===== src/rtl/spram_arbiter_if.sv =====
// spram_arbiter_if: CPU and DMA request ports plus the shared SPRAM bus.
interface spram_arbiter_if;
  logic        cpu_valid, cpu_write, cpu_stall;
  logic [3:0]  cpu_wmask;
  logic [31:0] cpu_wdata, cpu_rdata;
  logic [13:0] cpu_addr;
  logic        dma_req, dma_write, dma_ack, dma_rvalid;
  logic [3:0]  dma_wmask;
  logic [31:0] dma_wdata, dma_rdata;
  logic [13:0] dma_addr;
  logic        ram_write, ram_standby;
  logic [3:0]  ram_wmask;
  logic [31:0] ram_wdata, ram_rdata;
  logic [13:0] ram_addr;
  modport master (
    output cpu_valid, cpu_write, cpu_wmask, cpu_wdata, cpu_addr,
    output dma_req, dma_write, dma_wmask, dma_wdata, dma_addr, ram_rdata,
    input  cpu_rdata, cpu_stall, dma_ack, dma_rvalid, dma_rdata,
    input  ram_write, ram_wmask, ram_wdata, ram_addr, ram_standby
  );
  modport slave (
    input  cpu_valid, cpu_write, cpu_wmask, cpu_wdata, cpu_addr,
    input  dma_req, dma_write, dma_wmask, dma_wdata, dma_addr, ram_rdata,
    output cpu_rdata, cpu_stall, dma_ack, dma_rvalid, dma_rdata,
    output ram_write, ram_wmask, ram_wdata, ram_addr, ram_standby
  );
endinterface


===== src/rtl/spram_arbiter.sv =====
// spram_arbiter: CPU/DMA arbiter for one SPRAM with a DMA starvation guard.
// Define SPRAM_STANDBY_EN to drop the SPRAM into standby after IDLE_CYCLES idle cycles.
module spram_arbiter #(
  parameter int MAX_WAIT    = 8,
  parameter int IDLE_CYCLES = 64
) (
  input logic            clk,
  input logic            rst,
  spram_arbiter_if.slave bus
);
  typedef enum logic [1:0] {ACTIVE, FORCE, STANDBY, WAKE} state_t;
  state_t     state;
  logic [3:0] wait_cnt;
  logic       grant_cpu, grant_dma, dma_wait, wake, force_hit, idle_hit, ram_write;
  if (MAX_WAIT < 2 || MAX_WAIT > 15 || IDLE_CYCLES < 2 || IDLE_CYCLES > 255) begin : g_bad_param
    $error("spram_arbiter: MAX_WAIT or IDLE_CYCLES out of range");
  end
  always_comb begin
    grant_cpu = !rst && state == ACTIVE && bus.cpu_valid;
    grant_dma = !rst && bus.dma_req && (state == FORCE || (state == ACTIVE && !bus.cpu_valid));
    dma_wait  = bus.dma_req && !grant_dma;
    wake      = bus.cpu_valid || bus.dma_req;
    force_hit = state == ACTIVE && dma_wait && {1'b0, wait_cnt} + 5'd1 >= 5'(MAX_WAIT);
    ram_write = grant_cpu ? bus.cpu_write : grant_dma && bus.dma_write;
  end
  assign bus.dma_ack   = grant_dma;
  assign bus.cpu_stall = !rst && (state == FORCE || ((state == STANDBY || state == WAKE) && bus.cpu_valid));
  assign bus.ram_write = ram_write;
  assign bus.ram_wmask = !ram_write ? 4'h0 : grant_cpu ? bus.cpu_wmask : bus.dma_wmask;
  assign bus.ram_addr  = grant_cpu ? bus.cpu_addr : bus.dma_addr;
  assign bus.ram_wdata = grant_cpu ? bus.cpu_wdata : bus.dma_wdata;
  assign bus.cpu_rdata = bus.ram_rdata;
  assign bus.dma_rdata = bus.ram_rdata;
`ifdef SPRAM_STANDBY_EN
  logic [7:0] idle_cnt;
  assign idle_hit        = state == ACTIVE && !wake && {1'b0, idle_cnt} + 9'd1 >= 9'(IDLE_CYCLES);
  assign bus.ram_standby = !rst && state == STANDBY;
  always_ff @(posedge clk)
    idle_cnt <= rst || state != ACTIVE || wake || idle_hit ? 8'd0 : idle_cnt + 8'd1;
`else
  assign idle_hit        = 1'b0;
  assign bus.ram_standby = 1'b0;
`endif
  always_ff @(posedge clk) begin
    if (rst) begin
      state          <= ACTIVE;
      wait_cnt       <= 4'd0;
      bus.dma_rvalid <= 1'b0;
    end else begin
      wait_cnt       <= !dma_wait ? 4'd0 : &wait_cnt ? wait_cnt : wait_cnt + 4'd1;
      bus.dma_rvalid <= grant_dma && !bus.dma_write;
      case (state)
        ACTIVE:  state <= force_hit ? FORCE : idle_hit ? STANDBY : ACTIVE;
        STANDBY: state <= wake ? WAKE : STANDBY;
        default: state <= ACTIVE;
      endcase
    end
  end
endmodule


===== src/flat_wrapper.sv =====
// flat-port wrapper written by rule: the top's interface ports become plain ports
module spram_arbiter_flat 
#(
  parameter int MAX_WAIT    = 8,
  parameter int IDLE_CYCLES = 64
)
  (clk, rst, bus_cpu_valid, bus_cpu_write, bus_cpu_wmask, bus_cpu_wdata, bus_cpu_addr, bus_dma_req, bus_dma_write, bus_dma_wmask, bus_dma_wdata, bus_dma_addr, bus_ram_rdata, bus_cpu_rdata, bus_cpu_stall, bus_dma_ack, bus_dma_rvalid, bus_dma_rdata, bus_ram_write, bus_ram_wmask, bus_ram_wdata, bus_ram_addr, bus_ram_standby);
  spram_arbiter_if bus_i ();
  input logic clk;
  input logic rst;
  input wire logic [$bits(bus_i.cpu_valid)-1:0] bus_cpu_valid;
  input wire logic [$bits(bus_i.cpu_write)-1:0] bus_cpu_write;
  input wire logic [$bits(bus_i.cpu_wmask)-1:0] bus_cpu_wmask;
  input wire logic [$bits(bus_i.cpu_wdata)-1:0] bus_cpu_wdata;
  input wire logic [$bits(bus_i.cpu_addr)-1:0] bus_cpu_addr;
  input wire logic [$bits(bus_i.dma_req)-1:0] bus_dma_req;
  input wire logic [$bits(bus_i.dma_write)-1:0] bus_dma_write;
  input wire logic [$bits(bus_i.dma_wmask)-1:0] bus_dma_wmask;
  input wire logic [$bits(bus_i.dma_wdata)-1:0] bus_dma_wdata;
  input wire logic [$bits(bus_i.dma_addr)-1:0] bus_dma_addr;
  input wire logic [$bits(bus_i.ram_rdata)-1:0] bus_ram_rdata;
  output wire logic [$bits(bus_i.cpu_rdata)-1:0] bus_cpu_rdata;
  output wire logic [$bits(bus_i.cpu_stall)-1:0] bus_cpu_stall;
  output wire logic [$bits(bus_i.dma_ack)-1:0] bus_dma_ack;
  output wire logic [$bits(bus_i.dma_rvalid)-1:0] bus_dma_rvalid;
  output wire logic [$bits(bus_i.dma_rdata)-1:0] bus_dma_rdata;
  output wire logic [$bits(bus_i.ram_write)-1:0] bus_ram_write;
  output wire logic [$bits(bus_i.ram_wmask)-1:0] bus_ram_wmask;
  output wire logic [$bits(bus_i.ram_wdata)-1:0] bus_ram_wdata;
  output wire logic [$bits(bus_i.ram_addr)-1:0] bus_ram_addr;
  output wire logic [$bits(bus_i.ram_standby)-1:0] bus_ram_standby;
  assign bus_i.cpu_valid = bus_cpu_valid;
  assign bus_i.cpu_write = bus_cpu_write;
  assign bus_i.cpu_wmask = bus_cpu_wmask;
  assign bus_i.cpu_wdata = bus_cpu_wdata;
  assign bus_i.cpu_addr = bus_cpu_addr;
  assign bus_i.dma_req = bus_dma_req;
  assign bus_i.dma_write = bus_dma_write;
  assign bus_i.dma_wmask = bus_dma_wmask;
  assign bus_i.dma_wdata = bus_dma_wdata;
  assign bus_i.dma_addr = bus_dma_addr;
  assign bus_i.ram_rdata = bus_ram_rdata;
  assign bus_cpu_rdata = bus_i.cpu_rdata;
  assign bus_cpu_stall = bus_i.cpu_stall;
  assign bus_dma_ack = bus_i.dma_ack;
  assign bus_dma_rvalid = bus_i.dma_rvalid;
  assign bus_dma_rdata = bus_i.dma_rdata;
  assign bus_ram_write = bus_i.ram_write;
  assign bus_ram_wmask = bus_i.ram_wmask;
  assign bus_ram_wdata = bus_i.ram_wdata;
  assign bus_ram_addr = bus_i.ram_addr;
  assign bus_ram_standby = bus_i.ram_standby;
  spram_arbiter #(.MAX_WAIT(MAX_WAIT), .IDLE_CYCLES(IDLE_CYCLES)) u_core (.clk(clk), .rst(rst), .bus(bus_i));
endmodule

===== config.mk =====
export PLATFORM = sky130hd
export DESIGN_NAME = spram_arbiter_flat
export DESIGN_NICKNAME = d
export VERILOG_FILES = /design/src/rtl/spram_arbiter_if.sv /design/src/rtl/spram_arbiter.sv /design/src/flat_wrapper.sv
export SDC_FILE = /design/constraint.sdc
export NUM_CORES = 1
export LEC_CHECK = 0
export ABC_AREA = 1
export CORE_AREA = 2 2 100 102
export CTS_CLUSTER_DIAMETER = 50
export CTS_CLUSTER_SIZE = 8
export DETAILED_ROUTE_END_ITERATION = 10
export DIE_AREA = 0 0 102 104
export DONT_BUFFER_PORTS = 1
export PLACE_DENSITY = 0.33
export SLEW_MARGIN = 20
export SYNTH_ARGS = -nofsm -noshare
export SYNTH_HDL_FRONTEND = slang
export SYNTH_SLANG_ARGS = --single-unit

===== constraint.sdc =====
create_clock -name clk -period 1.1 [get_ports clk]
set_clock_uncertainty 0.15 [all_clocks]
set_input_delay 0.055 -clock clk [delete_from_list [all_inputs] [get_ports clk]]
set_output_delay 0.055 -clock clk [all_outputs]
set_load 0.01 [all_outputs]

==> run_results.csv, run 1 <==
group,metric,value,unit
floorplan,start_util,0.169,
global_routing,grt.busiest_layer,"met2",
synth,synth_largest_area_cell,"buf_4",
floorplan,die_x,102,µm
drt,drt-pass1-iter-count,4,
timing,postLayoutSetupSlackWorst,-0.445,ns
drt,routed_wl,5.23,mm
floorplan,core,9550,µm²
synth,yosys-top-cells-count,"buf_4 (67), nand2_1 (63), inv_1 (62)",
worst_hold_path,hold_depth,4,
drt,vias,1644,
floorplan,io_pins,257,
timing,layout_min_cycle_time,1.55,ns
synth,ys_ff_latch,7,
drt,wl_per_cell,12.4,µm
power_and_ir_drop,power.total,1.49,mW
drt,ant_nets,0,
finish,diodes,0,
floorplan,row_count,36,
setup_path,cp.required,0.89,ns
synth,synth.area.top_cells,"buf_4 (31%), nand2_1 (15%), inv_1 (14%)",
worst_hold_path,hp-class,"in2reg",
setup_path,crit_path_start_kind,"flip-flop",
clock_tree,ctsHtreeMaxLevel,1,
synth,synth_most_common_cell,"buf_4",
worst_hold_path,hold_path_end,"u_core.wait_cnt[1]$_SDFFE_PP0N_",
clock_tree,cts_sinks,7,
global_routing,grt.total_usage,0.0825,
synth,synth_edf_count,0,
global_routing,met2_usage,0.157,
status,run_status,"finished, violations left",
worst_hold_path,worstHoldStart,"bus_dma_req",
drt,route.detailed.drc,0,
clock_tree,cts_tree,"yes",
global_routing,grt-ovfl-total,0,
global_routing,use_met1,0.0930,
synth,postSynth.asyncResetShare,0,
finish,layout-drive-gt1-share,0.397,
power_and_ir_drop,p_leak,1.16,nW
clock_tree,cts-root-buf,"clkbuf_8",
timing,max_clock_freq,647,MHz
flow_run,drv_cap,0,
synth,yosys_most_used_dff,"dfxtp_1",
timing,rsz0062_at_grt,"yes",
timing,hold_viol_final,0,
setup_path,path_max_fanout,25,
finish,post-route-cell-area,2340,µm²
synth,synth_area_per_cell,5.61,µm²
setup_path,r2r_end,"u_core.wait_cnt[3]$_SDFFE_PP0N_",
placed_design,dp_hpwl,4.00,mm
setup_path,crit_type,"reg2out",
placed_design,dpl_cell_area,1750,µm²
timing,setup_viol,59,
synth,synth_cell_type_count,24,
global_routing,grt_max_degree,26,
clock_tree,insertion_delay,0.23,ns
status,violations,"setup timing",
synth,synth_top_cell_area_share,0.311,
setup_path,r2r_slack,-0.21,ns
synth,synth_warnings,0,
floorplan,die_area,10600,µm²
clock_tree,numCtsBuffers,3,
clock_tree,path_clk_slew,0.05,ns
setup_path,end_kind,"output port",
setup_path,r2r-start,"u_core.state[0]$_SDFF_PP0_",
global_routing,first_global_vias,1461,
placed_design,post-place-ws,-0.262,ns
finish,areaGrowthSynthToFinish,45.0,%
global_routing,grt_use_met3,0.00874,
synth,synth_cells,288,
setup_path,r2r_cells,8,
setup_path,cp.arrival,1.34,ns
power_and_ir_drop,power.density,637,nW/µm²
finish,fin_nets,428,
global_routing,antenna_found_initial,0,
drt,first_iter_violations,78,
drt,vias_per_cell,3.91,
global_routing,grt_pass1_wl,6.98,mm
floorplan,die_y,104,µm
synth,seq_area_frac_synth,0.0867,
timing,post-route-period-util,1.40,
placed_design,gp_routability_congestion,0.669,
power_and_ir_drop,vdd_drop_max,0.000192,V
placed_design,numPortBuffers,0,
clock_tree,cts_max_path_buffers,2,
synth,synth_nets,428,
synth,syn_area,1620,µm²
timing,maxSlewViolCount,0,
==> flip-flops by register name, summed over array words and instances, names as in the netlist <==
signal                 flops
u_core.bus.dma_rvalid      1
u_core.state               2
u_core.wait_cnt            4
==> metrics by stage <==
step | utilization | hold slack, ns | TNS, ns | std cells
final | 0.245 | 0.0158 | -21.60 | 420
after global routing | 0.245 | 0.0448 | -26.08 | 420
after CTS | 0.237 | -0.274 | -21.88 | 414
after detailed placement | 0.183 | -0.0399 | -8.80 | 374
after global placement | 0.183 | -0.0399 | -8.15 | 374
after floorplan | - | -0.0333 | -3.68 | 288
==> cell usage in the layout, fill, tap and decap left out <==
cell           count
nand2_2           17
inv_2              6
a21oi_1            1
o21ai_4           18
and2_1             1
dfxtp_1            3
ha_4               1
dlygate4sd3_1     37
nor3_1             1
o21ai_1           11
clkbuf_8           3
inv_1             58
a21oi_2            1
a211oi_2           1
clkbuf_1           1
buf_12             4
nor2_1             3
buf_6              8
o21ai_2           21
xnor2_1            1
dfxtp_2            4
nor2_2             1
xor2_1             1
nand3_2            2
conb_1             1
nand3_4            1
nand3_1            3
buf_4             22
nor2_4             4
ha_1               1
nand2_1           47
o21ai_0            3
==> worst max-delay path: stages, from the launching register on <==
cell     delay (ns)
dfxtp_2        0.32
nor2_4         0.13
nand3_4        0.10
buf_12         0.17
buf_12         0.17
nand2_1        0.11
o21ai_2        0.08
==> area by class of cell <==
cell class	count	area, µm²
Timing Repair Buffer	71	706
Inverter	64	240
Tap cell	133	166
Clock buffer	4	45.0
Multi-Input combinational cell	141	1040
Sequential cell	7	145
Fill cell	1060	7210
==> kinds of logic (layout without fill, tap and decap cells) <==
logic type               count (synthesis)  after routing  synth area share
other                                    1              1           0.00232
adder cells (fa/ha/maj)                  2              2            0.0155
XOR/XNOR                                 2              2            0.0108
AND/OR/NAND/NOR                         80             80             0.204
buffers and inverters                  140            139             0.499
flip-flops                               7              7            0.0867
AO/OA/AOI/OAI                           56             56             0.182
==> layer usage <==
| layer | wire length [µm] | share of wire |
|---|---|---|
| met5 | 0 | 0 |
| met4 | 143 | 0.027 |
| met3 | 419 | 0.080 |
| met2 | 2700 | 0.52 |
| met1 | 1960 | 0.38 |
==> worst max-delay path by stage <==
| stage | startpoint | to | slack, ns | depth (start not counted) |
|---|---|---|---|---|
| 3_5_place_dp | u_core.state[1]$_SDFF_PP0_ | bus_ram_wmask[0] | -0.26 | 6 |
| 6_report | u_core.state[1]$_SDFF_PP0_ | bus_ram_wdata[16] | -0.45 | 6 |
| 3_3_place_gp | u_core.state[1]$_SDFF_PP0_ | bus_ram_wmask[0] | -0.21 | 6 |
| 5_1_grt | u_core.state[1]$_SDFF_PP0_ | bus_ram_wdata[15] | -0.51 | 5 |
| 2_1_floorplan | u_core.state[1]$_SDFF_PP0_ | bus_ram_wmask[0] | -0.1 | 6 |
| 4_1_cts | u_core.state[1]$_SDFF_PP0_ | bus_ram_wdata[10] | -0.44 | 6 |
==> report_power, final <==
group / internal (mW) / switching (mW) / leakage, nW
combinational: 0.343 / 0.502 / 1.08
sequential: 0.260 / 0.00646 / 0.0586
clock: 0.252 / 0.130 / 0.0228
==> what timing repair did <==
| action | CTS | global route |
|---|---|---|
| setup endpoints to repair | 59 | 59 |
| gates cloned | 0 | 0 |
| buffers inserted | 3 | 3 |
| hold buffers | 33 | 4 |
| resized for setup | 30 | 10 |
| endpoints found under the hold margin | 70 | 3 |
| pin swaps | 3 | 4 |
(Power assumes the default switching activity.)
==> run 2, diff against run 1 <==
--- a/config.mk
+++ b/config.mk
@@ -12,7 +12,6 @@
 export DETAILED_ROUTE_END_ITERATION = 10
 export DIE_AREA = 0 0 102 104
 export DONT_BUFFER_PORTS = 1
-export PLACE_DENSITY = 0.33
 export SLEW_MARGIN = 20
 export SYNTH_ARGS = -nofsm -noshare
 export SYNTH_HDL_FRONTEND = slang
==> run 2 against run 1 <==
The flow still finishes with violations (setup timing). Via count is 1.8% higher. Die area stayed put. Sequential power about the same. Largest power group unchanged. Worst hold slack gained 0.057 ns. Setup slack worse by 0.035 ns. Register-to-register slack barely moved. Critical path depth fell by 1. Global-route usage up 1.2 points.
==> run_results.csv, run 2 (synthesis results as in run 1) <==
group,metric,value,unit
finish,regMostFlops,"u_core.wait_cnt",
global_routing,grt_pass1_wl,7.78,mm
global_routing,first_global_vias,1508,
clock_tree,numCtsBuffers,3,
drt,drt-pass1-iter-count,4,
finish,layout-drive-gt1-share,0.428,
placed_design,dp_hpwl,4.36,mm
power_and_ir_drop,p_clk_frac,0.245,
drt,met1_length,1.96,mm
finish,areaGrowthSynthToFinish,53.9,%
clock_tree,cts_sinks,7,
timing,maxSlewViolCount,0,
drt,highest_layer,"met4",
setup_path,path_max_fanout,43,
status,run_status,"finished, violations left",
global_routing,antenna_found_initial,0,
finish,fill_cells,1070,
floorplan,die_y,104,µm
power_and_ir_drop,swShare,0.428,
floorplan,start_util,0.169,
power_and_ir_drop,p_switching,0.660,mW
finish,seq_area,153,µm²
worst_hold_path,worstHoldStart,"bus_dma_wdata[29]",
global_routing,grt_max_degree,44,
clock_tree,cts-root-buf,"clkbuf_8",
timing,rsz0062_at_grt,"yes",
timing,max_clock_freq,633,MHz
floorplan,core,9550,µm²
clock_tree,cts_tree,"yes",
setup_path,startpoint,"u_core.state[0]$_SDFF_PP0_",
placed_design,gp_routability_congestion,0.823,
power_and_ir_drop,pwr-share-comb,0.584,
drt,routed_wl,5.81,mm
timing,post-route-period-util,1.44,
finish,diodes,0,
power_and_ir_drop,vdd_drop_max,0.000324,V
setup_path,crit_path_start_kind,"flip-flop",
floorplan,die_x,102,µm
drt,vias,1673,
clock_tree,ctsHtreeMaxLevel,1,
power_and_ir_drop,power.density,620,nW/µm²
floorplan,die_area,10600,µm²
drt,wl_per_cell,13.7,µm
setup_path,end_kind,"output port",
drt,ant_nets,0,
floorplan,io_pins,257,
setup_path,cp.arrival,1.38,ns
drt,wl_met2,3.27,mm
power_and_ir_drop,p_leak,1.20,nW
status,violations,"setup timing",
finish,final_cell_mix,"inv_1 (57), nand2_1 (42), dlygate4sd3_1 (38), o21ai_4 (24)",
finish,largest_reg_flops,4,
global_routing,grt-ovfl-total,0,
timing,holdWs,0.0729,ns
timing,setup_viol,59,
worst_hold_path,hp-class,"in2out",
drt,first_iter_violations,69,
clock_tree,cts_max_path_buffers,2,
flow_run,drv_cap,0,
finish,final_common_cell,"inv_1",
finish,fin_nets,431,
clock_tree,path_clk_slew,0.05,ns
timing,postLayoutSetupSlackWorst,-0.480,ns
power_and_ir_drop,intPower,0.881,mW
finish,multi_input_area,1140,µm²
power_and_ir_drop,seqPwrFrac,0.171,
finish,largestRegisters,"u_core.wait_cnt (4), u_core.state (2), u_core.bus.dma_rvalid (1)",
clock_tree,insertion_delay,0.23,ns
setup_path,cp.required,0.89,ns
timing,layout_min_cycle_time,1.58,ns
drt,route.detailed.drc,0,
floorplan,row_count,36,
finish,stdcell_count,423,
timing,hold_viol_final,0,
drt,vias_per_cell,3.96,
placed_design,placed_cells,376,
setup_path,crit_type,"reg2out",
drt,wl_met3,520,µm
setup_path,r2r-start,"u_core.state[0]$_SDFF_PP0_",
placed_design,numPortBuffers,0,
global_routing,grt.total_usage,0.0940,
## run 2: cell count changes in the layout (fill, tap and decap cells not counted), moves of 3 or more
cell	change
o21ai_1	+3
nand2_2	+4
dfxtp_4	+3
dfxtp_2	-3
o21ai_2	-7
o21ai_4	+6
nand2_1	-5
## run 2: power by group through the flow
stage | combinational [mW] | sequential, mW | clock (mW)
global route | 0.978 | 0.264 | 0.404
detailed placement | 0.606 | 0.272 | 0
CTS | 0.866 | 0.266 | 0.394
global placement | 0.592 | 0.271 | 0
finish | 0.900 | 0.263 | 0.378
floorplan | 0.707 | 0.271 | 0
## run 2: cell type report
type / instances / share of cell area
clock buffer: 4 / 0.0181
multi-input combinational: 141 / 0.457
sequential: 7 / 0.0613
timing repair buffer: 74 / 0.300
tap: 133 / 0.0669
inverter: 64 / 0.0975
## run 2: per-layer routing
layer  vias to the layer above  track usage
li1                        793            -
met1                       743       0.0968
met2                       129        0.189
met3                         8       0.0175
met4                         0       0.0200
met5                         -            0
## run 2: worst paths after layout
path         depth (start not counted)  slack, ns                               to
max                                  5      -0.48                bus_ram_wdata[13]
min                                  2       0.07                bus_ram_wdata[29]
max reg2reg                          8      -0.21  u_core.wait_cnt[2]$_SDFFE_PP0N_
min reg2reg                          2       0.39       u_core.state[1]$_SDFF_PP0_
## run 2: through the flow
stage                     total power, mW  instance area, µm²  worst slack, ns  utilization  TNS, ns
after floorplan                     0.977                1910          -0.0975            -    -3.68
after global placement              0.863                1780           -0.180        0.186    -6.68
after detailed placement            0.877                1780           -0.210        0.186    -7.90
after CTS                            1.53                2370           -0.453        0.248   -21.32
after global routing                 1.65                2490           -0.529        0.261   -26.21
final                                1.54                2490           -0.480        0.261   -22.63
## run 2: timing repair
item                       CTS  global route
pin swaps                    8             5
gates cloned                 0             0
hold buffers                38             0
hold endpoints to repair    71             0
setup endpoints to repair   58            58
buffers inserted             2             4
resized for setup           36            26
## run 2: worst max-delay path, cell delays in order, from the launching register on
cell and delay [ns]:
dfxtp_4 0.35, nor2_4 0.12, nand3_4 0.11, buf_12 0.18, buf_12 0.17, o21ai_4 0.17
